--- config.mk ---
export PLATFORM = sky130hd
export DESIGN_NAME = arbiter_wrr
export DESIGN_NICKNAME = d
export VERILOG_FILES = /design/src/rtl/arbiter_wrr_pkg.sv /design/src/rtl/arbiter_wrr_rr_pick.sv /design/src/rtl/arbiter_wrr.sv
export SDC_FILE = /design/constraint.sdc
export NUM_CORES = 1
export LEC_CHECK = 0
export CAP_MARGIN = 40
export CORE_AREA = 2 2 83 61
export DETAILED_ROUTE_END_ITERATION = 8
export DIE_AREA = 0 0 85 63
export PLACE_DENSITY_LB_ADDON = 0.05
export SYNTH_ARGS = -nofsm -noshare
export SYNTH_HDL_FRONTEND = slang
export SYNTH_SLANG_ARGS = --single-unit
export TNS_END_PERCENT = 30
--- constraint.sdc ---
create_clock -name clk -period 15.55 [get_ports clk]
set_clock_uncertainty 0.15 [all_clocks]
set_input_delay 1.555 -clock clk [delete_from_list [all_inputs] [get_ports clk]]
set_output_delay 1.555 -clock clk [all_outputs]
set_load 0.01 [all_outputs]
--- src/rtl/arbiter_wrr_pkg.sv ---
// Shared types, constants and helper functions for the weighted round-robin arbiter.
package arbiter_wrr_pkg;

  // Arbiter state: no owner, or a port currently holds the resource.
  typedef enum logic {
    ST_IDLE = 1'b0,
    ST_OWN  = 1'b1
  } arb_state_t;

  // Quota latched at reset and used in place of a programmed quota of zero.
  localparam int DEFAULT_QUOTA = 1;

  // Smallest index width that can address n ports (at least one bit).
  function automatic int id_width_for(input int n);
    int w;
    w = 1;
    while ((1 << w) < n) begin
      w++;
    end
    return w;
  endfunction

  // Port reached by stepping 'off' places from 'base' around a ring of n ports.
  function automatic int rot_index(input int base, input int off, input int n);
    return (base + off) % n;
  endfunction

endpackage

--- src/rtl/arbiter_wrr_rr_pick.sv ---
// Combinational round-robin picker: finds the first requesting port at or after ptr.
// The request vector is rotated so ptr lands at position 0, priority-encoded,
// and the resulting offset is rotated back into an absolute port index.
module arbiter_rr_pick
  import arbiter_wrr_pkg::*;
#(
  parameter int NUM_PORTS = 6,
  parameter int ID_WIDTH  = 3
) (
  input  logic [0:NUM_PORTS-1] request,
  input  logic [ID_WIDTH-1:0]  ptr,
  output logic                 found,
  output logic [ID_WIDTH-1:0]  winner,
  output logic [0:NUM_PORTS-1] winner_onehot
);

  logic [0:NUM_PORTS-1] rotated;
  logic [ID_WIDTH-1:0]  offset;
  int                   win_idx;

  // Rotate the requests so the port at ptr becomes position 0.
  always_comb begin
    rotated = '0;
    for (int i = 0; i < NUM_PORTS; i++) begin
      rotated[i] = request[rot_index(int'(ptr), i, NUM_PORTS)];
    end
  end

  // Priority-encode the rotated vector; the lowest set position wins.
  always_comb begin
    found  = 1'b0;
    offset = '0;
    for (int i = NUM_PORTS - 1; i >= 0; i--) begin
      if (rotated[i]) begin
        found  = 1'b1;
        offset = i[ID_WIDTH-1:0];
      end
    end
  end

  // Undo the rotation to get the absolute winner and its one-hot form.
  always_comb begin
    win_idx       = rot_index(int'(ptr), int'(offset), NUM_PORTS);
    winner        = win_idx[ID_WIDTH-1:0];
    winner_onehot = '0;
    if (found) begin
      winner_onehot[win_idx] = 1'b1;
    end
  end

endmodule

--- src/rtl/arbiter_wrr.sv ---
// Weighted round-robin arbiter. A winning port keeps the grant for up to its
// quota of consecutive cycles while it keeps requesting; priority then rotates
// to the port after the winner. All outputs come straight from registers.
module arbiter_wrr
  import arbiter_wrr_pkg::*;
#(
  parameter int NUM_PORTS   = 6,
  parameter int QUOTA_WIDTH = 4,
  parameter int ID_WIDTH    = 3
) (
  input  logic                             clk,
  input  logic                             rst,
  input  logic                             enable,
  input  logic [0:NUM_PORTS-1]             request,
  input  logic [NUM_PORTS*QUOTA_WIDTH-1:0] quota,
  output logic [0:NUM_PORTS-1]             grant,
  output logic [ID_WIDTH-1:0]              grant_id,
  output logic                             active,
  output logic                             last
);

  arb_state_t             state;
  logic [ID_WIDTH-1:0]    ptr;
  logic [QUOTA_WIDTH-1:0] cnt;
  logic [QUOTA_WIDTH-1:0] qlat;

  logic                   pick_found;
  logic [ID_WIDTH-1:0]    pick_id;
  logic [0:NUM_PORTS-1]   pick_onehot;

  logic                   own_keep;
  logic [QUOTA_WIDTH-1:0] cnt_inc;
  logic [QUOTA_WIDTH-1:0] pick_quota_raw;
  logic [QUOTA_WIDTH-1:0] pick_quota;
  logic [ID_WIDTH-1:0]    ptr_after;

  arbiter_rr_pick #(
    .NUM_PORTS (NUM_PORTS),
    .ID_WIDTH  (ID_WIDTH)
  ) u_pick (
    .request       (request),
    .ptr           (ptr),
    .found         (pick_found),
    .winner        (pick_id),
    .winner_onehot (pick_onehot)
  );

  // Next-state helpers: tenure continuation, winner quota and the rotated pointer.
  always_comb begin
    own_keep       = (state == ST_OWN) && request[grant_id] && (cnt < qlat);
    cnt_inc        = cnt + 1'b1;
    pick_quota_raw = quota[int'(pick_id)*QUOTA_WIDTH +: QUOTA_WIDTH];
    pick_quota     = (pick_quota_raw == '0) ? QUOTA_WIDTH'(DEFAULT_QUOTA) : pick_quota_raw;
    ptr_after      = (pick_id == ID_WIDTH'(NUM_PORTS - 1)) ? '0 : pick_id + 1'b1;
  end

  // Arbitration FSM with registered grant outputs, tenure counter and search pointer.
  // Disabling only drops the grant; ptr and cnt are left alone so the search
  // resumes from where it was once enable returns.
  always_ff @(posedge clk) begin
    if (rst) begin
      state    <= ST_IDLE;
      grant    <= '0;
      grant_id <= '0;
      active   <= 1'b0;
      last     <= 1'b0;
      ptr      <= '0;
      cnt      <= '0;
      qlat     <= QUOTA_WIDTH'(DEFAULT_QUOTA);
    end else if (!enable) begin
      state    <= ST_IDLE;
      grant    <= '0;
      grant_id <= '0;
      active   <= 1'b0;
      last     <= 1'b0;
    end else if (own_keep) begin
      cnt      <= cnt_inc;
      last     <= (cnt_inc == qlat);
    end else if (pick_found) begin
      state    <= ST_OWN;
      grant    <= pick_onehot;
      grant_id <= pick_id;
      active   <= 1'b1;
      last     <= (pick_quota == QUOTA_WIDTH'(1));
      cnt      <= QUOTA_WIDTH'(1);
      qlat     <= pick_quota;
      ptr      <= ptr_after;
    end else begin
      state    <= ST_IDLE;
      grant    <= '0;
      grant_id <= '0;
      active   <= 1'b0;
      last     <= 1'b0;
    end
  end

  // Output invariants: at most one grant, active mirrors the grant, last only while granted.
  a_grant_onehot : assert property (@(posedge clk) disable iff (rst) $onehot0(grant));
  a_active_match : assert property (@(posedge clk) disable iff (rst) active == (|grant));
  a_last_active  : assert property (@(posedge clk) disable iff (rst) !last || active);

endmodule
==> out/results.ini <==
[status]
status = completed

[synth]
synth_edf_count = 0
seq_area_frac_synth_pct = 16.9
yosysUniqueCellTypes = 65
synth_top_flop_cell = dfxtp_1
ys_ff_latch = 22
avgSynthCellArea_um2 = 8.02
netlist_area_mm2 = 0.00261
async_reset_ff_share_pct = 0
netlist_instances = 325
ys_warn_count = 0

[global_routing]
gr-usage-all-layers_pct = 24.0
antenna_found_initial = 0
grt_first_pass_wirelength_mm = 10.7
grt_max_degree = 22
grt_remaining_overflow = 0
grt_pass1_vias = 2338

[sta]
rsz0062_at_grt = false
fin_tns_setup_ns = 0
maxClockFrequency_mhz = 132
fin_crit_ns = 7.57
slew_headroom_pct = 39.5
setup_ws_ns = 7.98
fin_crit_sh_pct = 48.7
finalHoldViolCount = 0
worstMarginPinSlew_ns = 0.903
slew_viol_final = 0
setup_viol = 0

[critical_path]
r2r_start = ptr[0]
slowest_delay_ns = 0.78
rrSetupSlack_ns = 7.98
critPathKind = reg2reg
critPathSlowestCell = dfxtp_1
critical_path_required_ns = 15.58
cp-start-kind = register
r2r-end = last
crit_path_start = ptr[0]
r2r_cells = 29
critical_path.max_fanout = 17
cp_common_cell = ha_1
critical_path.endpoint = last
cp_data_arrival_time_ns = 7.60
endpoint_kind = register

[floorplan]
core-area_mm2 = 0.00460
initial_core_util_pct = 56.7
rows = 21
io-pin-count = 44
die_h_um = 63
die_w_um = 85
die-area_mm2 = 0.00536

[clock_network]
h-tree-depth = 1
clk_path_buf_depth = 2
clk_pin_slew_worst_paths_ns = 0.09
cts_resized = 0
clock_sinks = 22
root_buffer = clkbuf_8
cts_tree = done
post_cts_buffers = 0
cts_inserted_buffers = 3
cts_hold_buffers = 0
worstSkewPairLatency_ns = 0.27

[placed_design]
dp_slack_ns = 7.90
gp_congestion = 0.874
dp.final_hpwl_mm = 4.91
portBuffers = 43

[detailed_routing]
wirelength_mm = 6.21
drc = 0
drt_iter0_drc = 149
drt_pass1_iterations = 5
vias = 2531
wire_per_inst_um = 14.3
final_antenna_net_count = 0
viasPerCell = 5.83

[layout]
drive_above_1_share_pct = 7.16
layout_commonest_cell = clkdlybuf4s50_1
fillers = 399
syn_to_final_growth_pct = 22.4
diodes = 0
final_cell_mix = clkdlybuf4s50_1 (43), ha_1 (38), nand2_1 (30)
final_nets = 450

[run]
cap_violations = 0

[hold_path]
holdCritPathClass = reg2reg

==> worst min-delay path by stage <==
| stage | start | end | slack, ns | depth (start not counted) |
|---|---|---|---|---|
| global route | grant[5] | grant[5] | 0.33 | 2 |
| finish | grant[3] | grant[3] | 0.32 | 2 |
| floorplan | grant[5] | grant[5] | 0.33 | 2 |
| detailed placement | grant[5] | grant[5] | 0.30 | 2 |
| CTS | grant[5] | grant[5] | 0.32 | 2 |
| global placement | grant[5] | grant[5] | 0.30 | 2 |
==> sequential cells by signal, summed over array words and instances (netlist names) <==
register,count
ptr,3
qlat,4
cnt,4
grant,6
state,1
last,1
grant_id,3
==> worst max-delay path, delay by kind of cell, from the launching register on <==
| family | cells | cell delay [ns] |
|---|---|---|
| xor+xnor | 2 | 0.50 |
| fa+ha+maj | 7 | 2.01 |
| compound gates | 8 | 2.16 |
| flops | 1 | 0.78 |
| simple gates | 9 | 1.60 |
| buf+inv | 3 | 0.26 |
==> logic make-up (layout without fill, tap and decap cells) <==
group / after synthesis / after routing / share of synthesized area, %
and+or+nand+nor: 112 / 112 / 22.3
muxes: 20 / 20 / 8.40
adders and majority gates: 39 / 39 / 19.0
DFF: 22 / 22 / 16.9
buffers and inverters: 40 / 76 / 6.62
other: 1 / 17 / 0.144
xor gates and xnor gates: 11 / 11 / 3.98
AOI/OAI and AO/OA: 80 / 80 / 22.7
==> final cells by class <==
type	instances	area (um2)	area share [%]
clock inverter	1	30.0	0.941
tap	57	71.3	2.24
clock buffer	3	41.3	1.29
inverter	27	101	3.18
multi-input combinational	279	2060	64.6
timing repair buffer	45	445	14.0
sequential	22	440	13.8
==> synthesized netlist by cell type, types with 4 or more instances <==
master / number / area (um2)
a211oi_1: 4 / 30.0
a21oi_1: 14 / 70.1
a22oi_1: 6 / 45.0
clkbuf_1: 9 / 33.8
dfxtp_1: 22 / 440
ha_1: 38 / 475
inv_1: 25 / 93.8
mux2_2: 5 / 56.3
mux2i_1: 14 / 140
nand2_1: 30 / 113
nand2b_1: 8 / 50.1
nand3_1: 12 / 60.1
nand4_1: 6 / 37.5
nor2_1: 23 / 86.3
nor2b_1: 4 / 25.0
nor3_1: 10 / 50.1
o21ai_0: 14 / 70.1
o22ai_1: 5 / 31.3
xnor2_1: 5 / 43.8
xor2_1: 5 / 43.8
==> metal layers <==
| metal | global-route usage, % | wire (um) | up-vias |
|---|---|---|---|
| met3 | 3.83 | 396 | 5 |
| met4 | 4.37 | 36 | 0 |
| li1 | - | - | 1274 |
| met2 | 37.6 | 2690 | 97 |
| met1 | 35.1 | 3090 | 1155 |
| met5 | 0 | 0 | - |
==> per-stage QoR <==
stage          util, %  hold WS [ns]  instances  instance area [um2]
6_report          69.4         0.317        434                 3190
5_1_grt           69.4         0.326        434                 3190
4_1_cts           69.4         0.317        434                 3190
3_5_place_dp      67.8         0.305        430                 3120
3_3_place_gp      67.7         0.296        429                 3110
2_1_floorplan        -         0.326        341                 2670
Power is left out: the tool's default activity adds up to more than one toggle a clock period on the data nets, which glitch-free logic cannot reach.
